## src/rtl/rotate_slice_assembler.sv

```systemverilog
// Rho-stage sequencer: walks every lane of every slice through the slice reader,
// assembles the rotated bits and streams each finished slice toward pi.
module rotate_slice_assembler #(
  parameter int unsigned N      = 25,
  parameter int unsigned SLICES = 64
) (
  input  logic         clk,
  input  logic         rst,
  input  logic         start,
  input  logic [N-1:0] pout_in,
  output logic         ld_des_fr,
  output logic [6:0]   line_number,
  output logic [4:0]   index,
  output logic         slice_valid,
  input  logic         slice_ready,
  output logic [5:0]   slice_num,
  output logic [N-1:0] slice_data,
  output logic         busy,
  output logic         done
);

  localparam int unsigned LANE_W  = 5;
  localparam int unsigned SLICE_W = 6;
  localparam int unsigned LINE_W  = 7;
  localparam logic [LANE_W-1:0]  LAST_LANE  = LANE_W'(N - 1);
  localparam logic [SLICE_W-1:0] LAST_SLICE = SLICE_W'(SLICES - 1);

  typedef enum logic [2:0] {
    IDLE = 3'd0,
    REQ  = 3'd1,
    CAPT = 3'd2,
    OUT  = 3'd3,
    DONE = 3'd4
  } state_t;

  state_t             state, state_n;
  logic [SLICE_W-1:0] z, z_n;
  logic [LANE_W-1:0]  i, i_n;
  logic [N-1:0]       asm_q, asm_n;

  logic               ld_des_fr_n;
  logic [LINE_W-1:0]  line_number_n;
  logic [LANE_W-1:0]  index_n;
  logic               slice_valid_n;
  logic [SLICE_W-1:0] slice_num_n;
  logic [N-1:0]       slice_data_n;
  logic               busy_n;
  logic               done_n;

  // State, counters and registered outputs; reset aborts any pass in flight.
  always_ff @(posedge clk) begin
    if (!rst) begin
      state       <= IDLE;
      z           <= '0;
      i           <= '0;
      asm_q       <= '0;
      ld_des_fr   <= 1'b0;
      line_number <= LINE_W'(1);
      index       <= '0;
      slice_valid <= 1'b0;
      slice_num   <= '0;
      slice_data  <= '0;
      busy        <= 1'b0;
      done        <= 1'b0;
    end else begin
      state       <= state_n;
      z           <= z_n;
      i           <= i_n;
      asm_q       <= asm_n;
      ld_des_fr   <= ld_des_fr_n;
      line_number <= line_number_n;
      index       <= index_n;
      slice_valid <= slice_valid_n;
      slice_num   <= slice_num_n;
      slice_data  <= slice_data_n;
      busy        <= busy_n;
      done        <= done_n;
    end
  end

  // Next state and counters, then outputs derived from where the FSM is heading.
  always_comb begin
    state_n       = state;
    z_n           = z;
    i_n           = i;
    asm_n         = asm_q;
    line_number_n = line_number;
    index_n       = index;
    slice_num_n   = slice_num;
    slice_data_n  = slice_data;
    ld_des_fr_n   = 1'b0;
    slice_valid_n = 1'b0;
    busy_n        = 1'b0;
    done_n        = 1'b0;

    case (state)
      IDLE: begin
        if (start) begin
          z_n     = '0;
          i_n     = '0;
          asm_n   = '0;
          state_n = REQ;
        end
      end
      REQ: state_n = CAPT;
      CAPT: begin
        asm_n[i] = pout_in[i];
        if (i == LAST_LANE) begin
          state_n = OUT;
        end else begin
          i_n     = i + LANE_W'(1);
          state_n = REQ;
        end
      end
      OUT: begin
        if (slice_valid && slice_ready) begin
          if (z == LAST_SLICE) begin
            state_n = DONE;
          end else begin
            z_n     = z + SLICE_W'(1);
            i_n     = '0;
            asm_n   = '0;
            state_n = REQ;
          end
        end
      end
      DONE: state_n = IDLE;
      default: state_n = IDLE;
    endcase

    if (state_n == REQ) begin
      ld_des_fr_n   = 1'b1;
      line_number_n = LINE_W'(z_n) + LINE_W'(1);
      index_n       = i_n;
    end
    // Slice payload is loaded once on entry to OUT and frozen until accepted.
    if (state_n == OUT) begin
      slice_valid_n = 1'b1;
      if (state != OUT) begin
        slice_data_n = asm_n;
        slice_num_n  = z_n;
      end
    end
    busy_n = (state_n != IDLE);
    done_n = (state_n == DONE);
  end

endmodule
```

## config.mk

```make
export PLATFORM = sky130hd
export DESIGN_NAME = rotate_slice_assembler
export DESIGN_NICKNAME = d
export VERILOG_FILES = /design/src/rtl/rotate_slice_assembler.sv
export SDC_FILE = /design/constraint.sdc
export NUM_CORES = 1
export LEC_CHECK = 0
export ABC_CLOCK_PERIOD_IN_PS = 2400
export CAP_MARGIN = 10
export CORE_ASPECT_RATIO = 0.8
export CORE_MARGIN = 2
export CORE_UTILIZATION = 40
export CTS_CLUSTER_SIZE = 12
export DETAILED_ROUTE_END_ITERATION = 8
export DONT_BUFFER_PORTS = 1
export SLEW_MARGIN = 20
export SYNTH_ARGS = -nofsm -noshare
export SYNTH_HDL_FRONTEND = slang
export SYNTH_SLANG_ARGS = --single-unit
```

## constraint.sdc

```tcl
create_clock -name clk -period 2.4 [get_ports clk]
set_clock_uncertainty 0.05 [all_clocks]
set_input_delay 0.6 -clock clk [delete_from_list [all_inputs] [get_ports clk]]
set_output_delay 0.6 -clock clk [all_outputs]
set_load 0.03 [all_outputs]
```

==> metrics <==
status=complete, no violations; Top FF cell, synth=dfxtp_1; hold violation count in the final report=0; global-route wire length before repair=around 17000 µm; Final Setup Violations=0; post-detailed-placement half-perimeter wirelength=7320 µm; Post-synth EDFFs=0; dominant cell by count in the synthesized netlist=dfxtp_1; Cell Area, Placed=4350 µm²; Post-layout nets=about 520; Period minus WS final=roughly 2.4 ns; Initial Utilization=0.417; Final Wtd Congestion=between 0.9 and 1; initial antenna violation count=0; total global-route track usage=0.196; die height=94.3 µm; power density over cell area=669 nW/µm²; worst-path fanout max=6; Synthesized Nets=519; adder and majority gate portion of the synthesized area=0.0184; average instance area after synthesis=8.42 µm²; number of cells produced by synthesis=~480; largest area contributor in the synthesized netlist=dfxtp_1; cell repeated most along the worst path=a31oi_1; parity-gate share of the synthesized area counting xor and xnor cells=0.00430; CP Class=flip-flop to flip-flop; CTS buffer count=9; master cell of the clock root buffer=clkbuf_16; H-tree depth=3; clock transition at the register clock pins on the worst setup and hold paths after CTS=0.06 ns; startpoint kind of the worst setup timing path=flip-flop; share of final-layout standard cells stronger than drive strength 1=0.139; Filler Cells Inserted=965; number of warnings issued by yosys=0; largest family of logic cells by synthesized area=compound AO/OA/AOI/OAI gates; post-placement setup slack=0.0102 ns; detailed router's first-iteration violation count=249; antenna diode count=0; Max clock buf depth=2; sum of negative setup slack=0 ns; count of pins on the block boundary=76; worst endpoint data arrival time=2.58 ns; largest cells by area after synthesis=dfxtp_1, nand2_1, o21ai_0; total via count after detailed routing=around 3.5k; critical path cell sequence=nand2_1 -> o21ai_1 -> a31oi_1 -> or4b_1 -> or4_1 -> a31oi_1; row cnt=32; actual transition at the worst max-transition pin=around 0.52 ns; full die area=between 10000 and 15000 µm²; TritonCTS clock tree=built; number of unique standard cell types used by synthesis=57; portion of the post-synthesis area used by sequential elements=0.417; area of the placeable core=9770 µm²; largest vdd supply drop=0.368 mV; Routed wire per std cell=roughly 17 µm; nature of the critical path endpoint=flip-flop; mux contribution to synthesized area=0.0457; post-layout util=0.482; Tot Pwr=3.15 mW; quantity of I/O buffers inserted on ports=0; Yosys top cell area share=0.417; maximum number of pins on one net before global-route repair=85; antenna violation net count after detailed routing=0; fin worst setup slack=0.0309 ns; # hold bufs at CTS=0; data required time of the critical path=approximately 2.6 ns; horizontal die dimension=117 µm; Compound-Gate Fraction of Synth Area=0.267; Leakage Power=1.71 nW; maximum single-stage delay on the critical path=approximately 0.57 ns; Congestion Overflow GR=0; DRC errors left=0; post-route design area=4710 µm²; HP Class=input pin to flip-flop; detailed-routing iteration count for the pre-antenna-repair pass=7; final max-slew violation count=0; via count of the first global-routing pass=about 3.2k; number of synthesized register bits=85; worst relative slew slack=0.652; clock insertion delay at the later pin of the skew report=0.34 ns; fraction of synthesis flops using an asynchronous set or reset pin=0; Area Growth Syn to Fin=15.4%; RSZ-0062 raised after global routing=true; crit path max-delay cell type=or4b_1; FMAX=approximately 420 MHz; commonest cells in the netlist=dfxtp_1, nand2_1, o21ai_0; area of the mapped netlist=approximately 4100 µm²; final clock period utilization by the worst path=0.987; number of maximum-capacitance constraint violations=0; basic-gate share of the synthesized area counting and, or, nand and nor cells=0.196; Clock Sinks=85; Avg Vias per Cell=5.63; final wirelength=10500 µm
[logic make-up after synthesis]
kind of cell    after synthesis
mux                          11
fa+ha+maj                     6
compound gates              166
flops                        85
simple gates                165
xor+xnor                      2
buf+inv                      49
[state kept, by name, summed over array words and instances (netlist names)]
name	cells
state	3
asm_q	24
index	5
done	1
busy	1
line_number	7
slice_valid	1
i	5
ld_des_fr	1
slice_num	6
slice_data	25
z	6
[cell usage in the layout, fill, tap and decap left out, types with 3 or more instances in the layout]
master / n
a21boi_1: 24
o21a_1: 3
nor2_1: 17
and4_1: 3
mux2i_1: 3
o211a_1: 3
nand2_1: 76
o211ai_1: 9
nand3b_1: 3
a21boi_0: 21
inv_1: 9
a31oi_1: 5
and2_1: 11
buf_4: 28
nor2b_1: 13
nor3_1: 4
buf_12: 3
o31ai_1: 3
ha_1: 5
o21ai_0: 38
nand3_1: 19
and3_1: 3
a21oi_1: 34
dfxtp_1: 83
mux4_2: 6
nand4_1: 3
clkbuf_16: 9
[power breakdown]
part	total, mW	leakage, nW	switching (mW)	internal [mW]
Combinational	0.186	0.864	0.0975	0.0880
Clock	1.49	0.153	0.547	0.939
Sequential	1.48	0.688	0.0478	1.43
[path summary, 6_finish.rpt]
path,slack [ns],startpoint,cells past startpoint,endpoint
worst max-delay path,0.03,z[4],6,line_number[5]
worst min-delay path,0.34,rst,1,busy
worst max register to register,0.03,z[4],6,line_number[5]
worst min register to register,0.40,asm_q[18],2,slice_data[18]
[critical path: cells and delay by family, from the launching register on]
kind	cells	cell delay (ns)
AO/OA/AOI/OAI	3	0.49
flip-flops	1	0.51
AND/OR/NAND/NOR	3	1.25
[routing by layer]
metal	track usage	vias to the layer above	part of all wire
li1	-	1716	-
met4	0.0725	0	0.016
met3	0.0639	12	0.093
met2	0.273	140	0.41
met1	0.281	1657	0.48
met5	0	-	0
[layout make-up]
class                      count  area (µm²)  area share
multi-input combinational    350        2210       0.470
sequential                    85        1700       0.362
timing repair buffer          31         270      0.0574
clock buffer                  12         246      0.0524
tap                          136         170      0.0362
clock inverter                 3        68.8      0.0146
inverter                       9        33.8     0.00718
[metrics by stage]
stage / hold slack [ns] / instances
3_5_place_dp: 0.395 / 611
3_3_place_gp: 0.396 / 611
6_report: 0.343 / 626
4_1_cts: 0.300 / 626
2_1_floorplan: 0.377 / 484
5_1_grt: 0.339 / 626
[what timing repair did]
item / in CTS / in global routing
pin swaps: 0 / 2
buffers inserted: 0 / 0
setup endpoints to repair: 1 / 27
hold endpoints to repair: 0 / 0
gates resized for setup: 2 / 9
No activity file was read; power rests on OpenSTA's default activity.
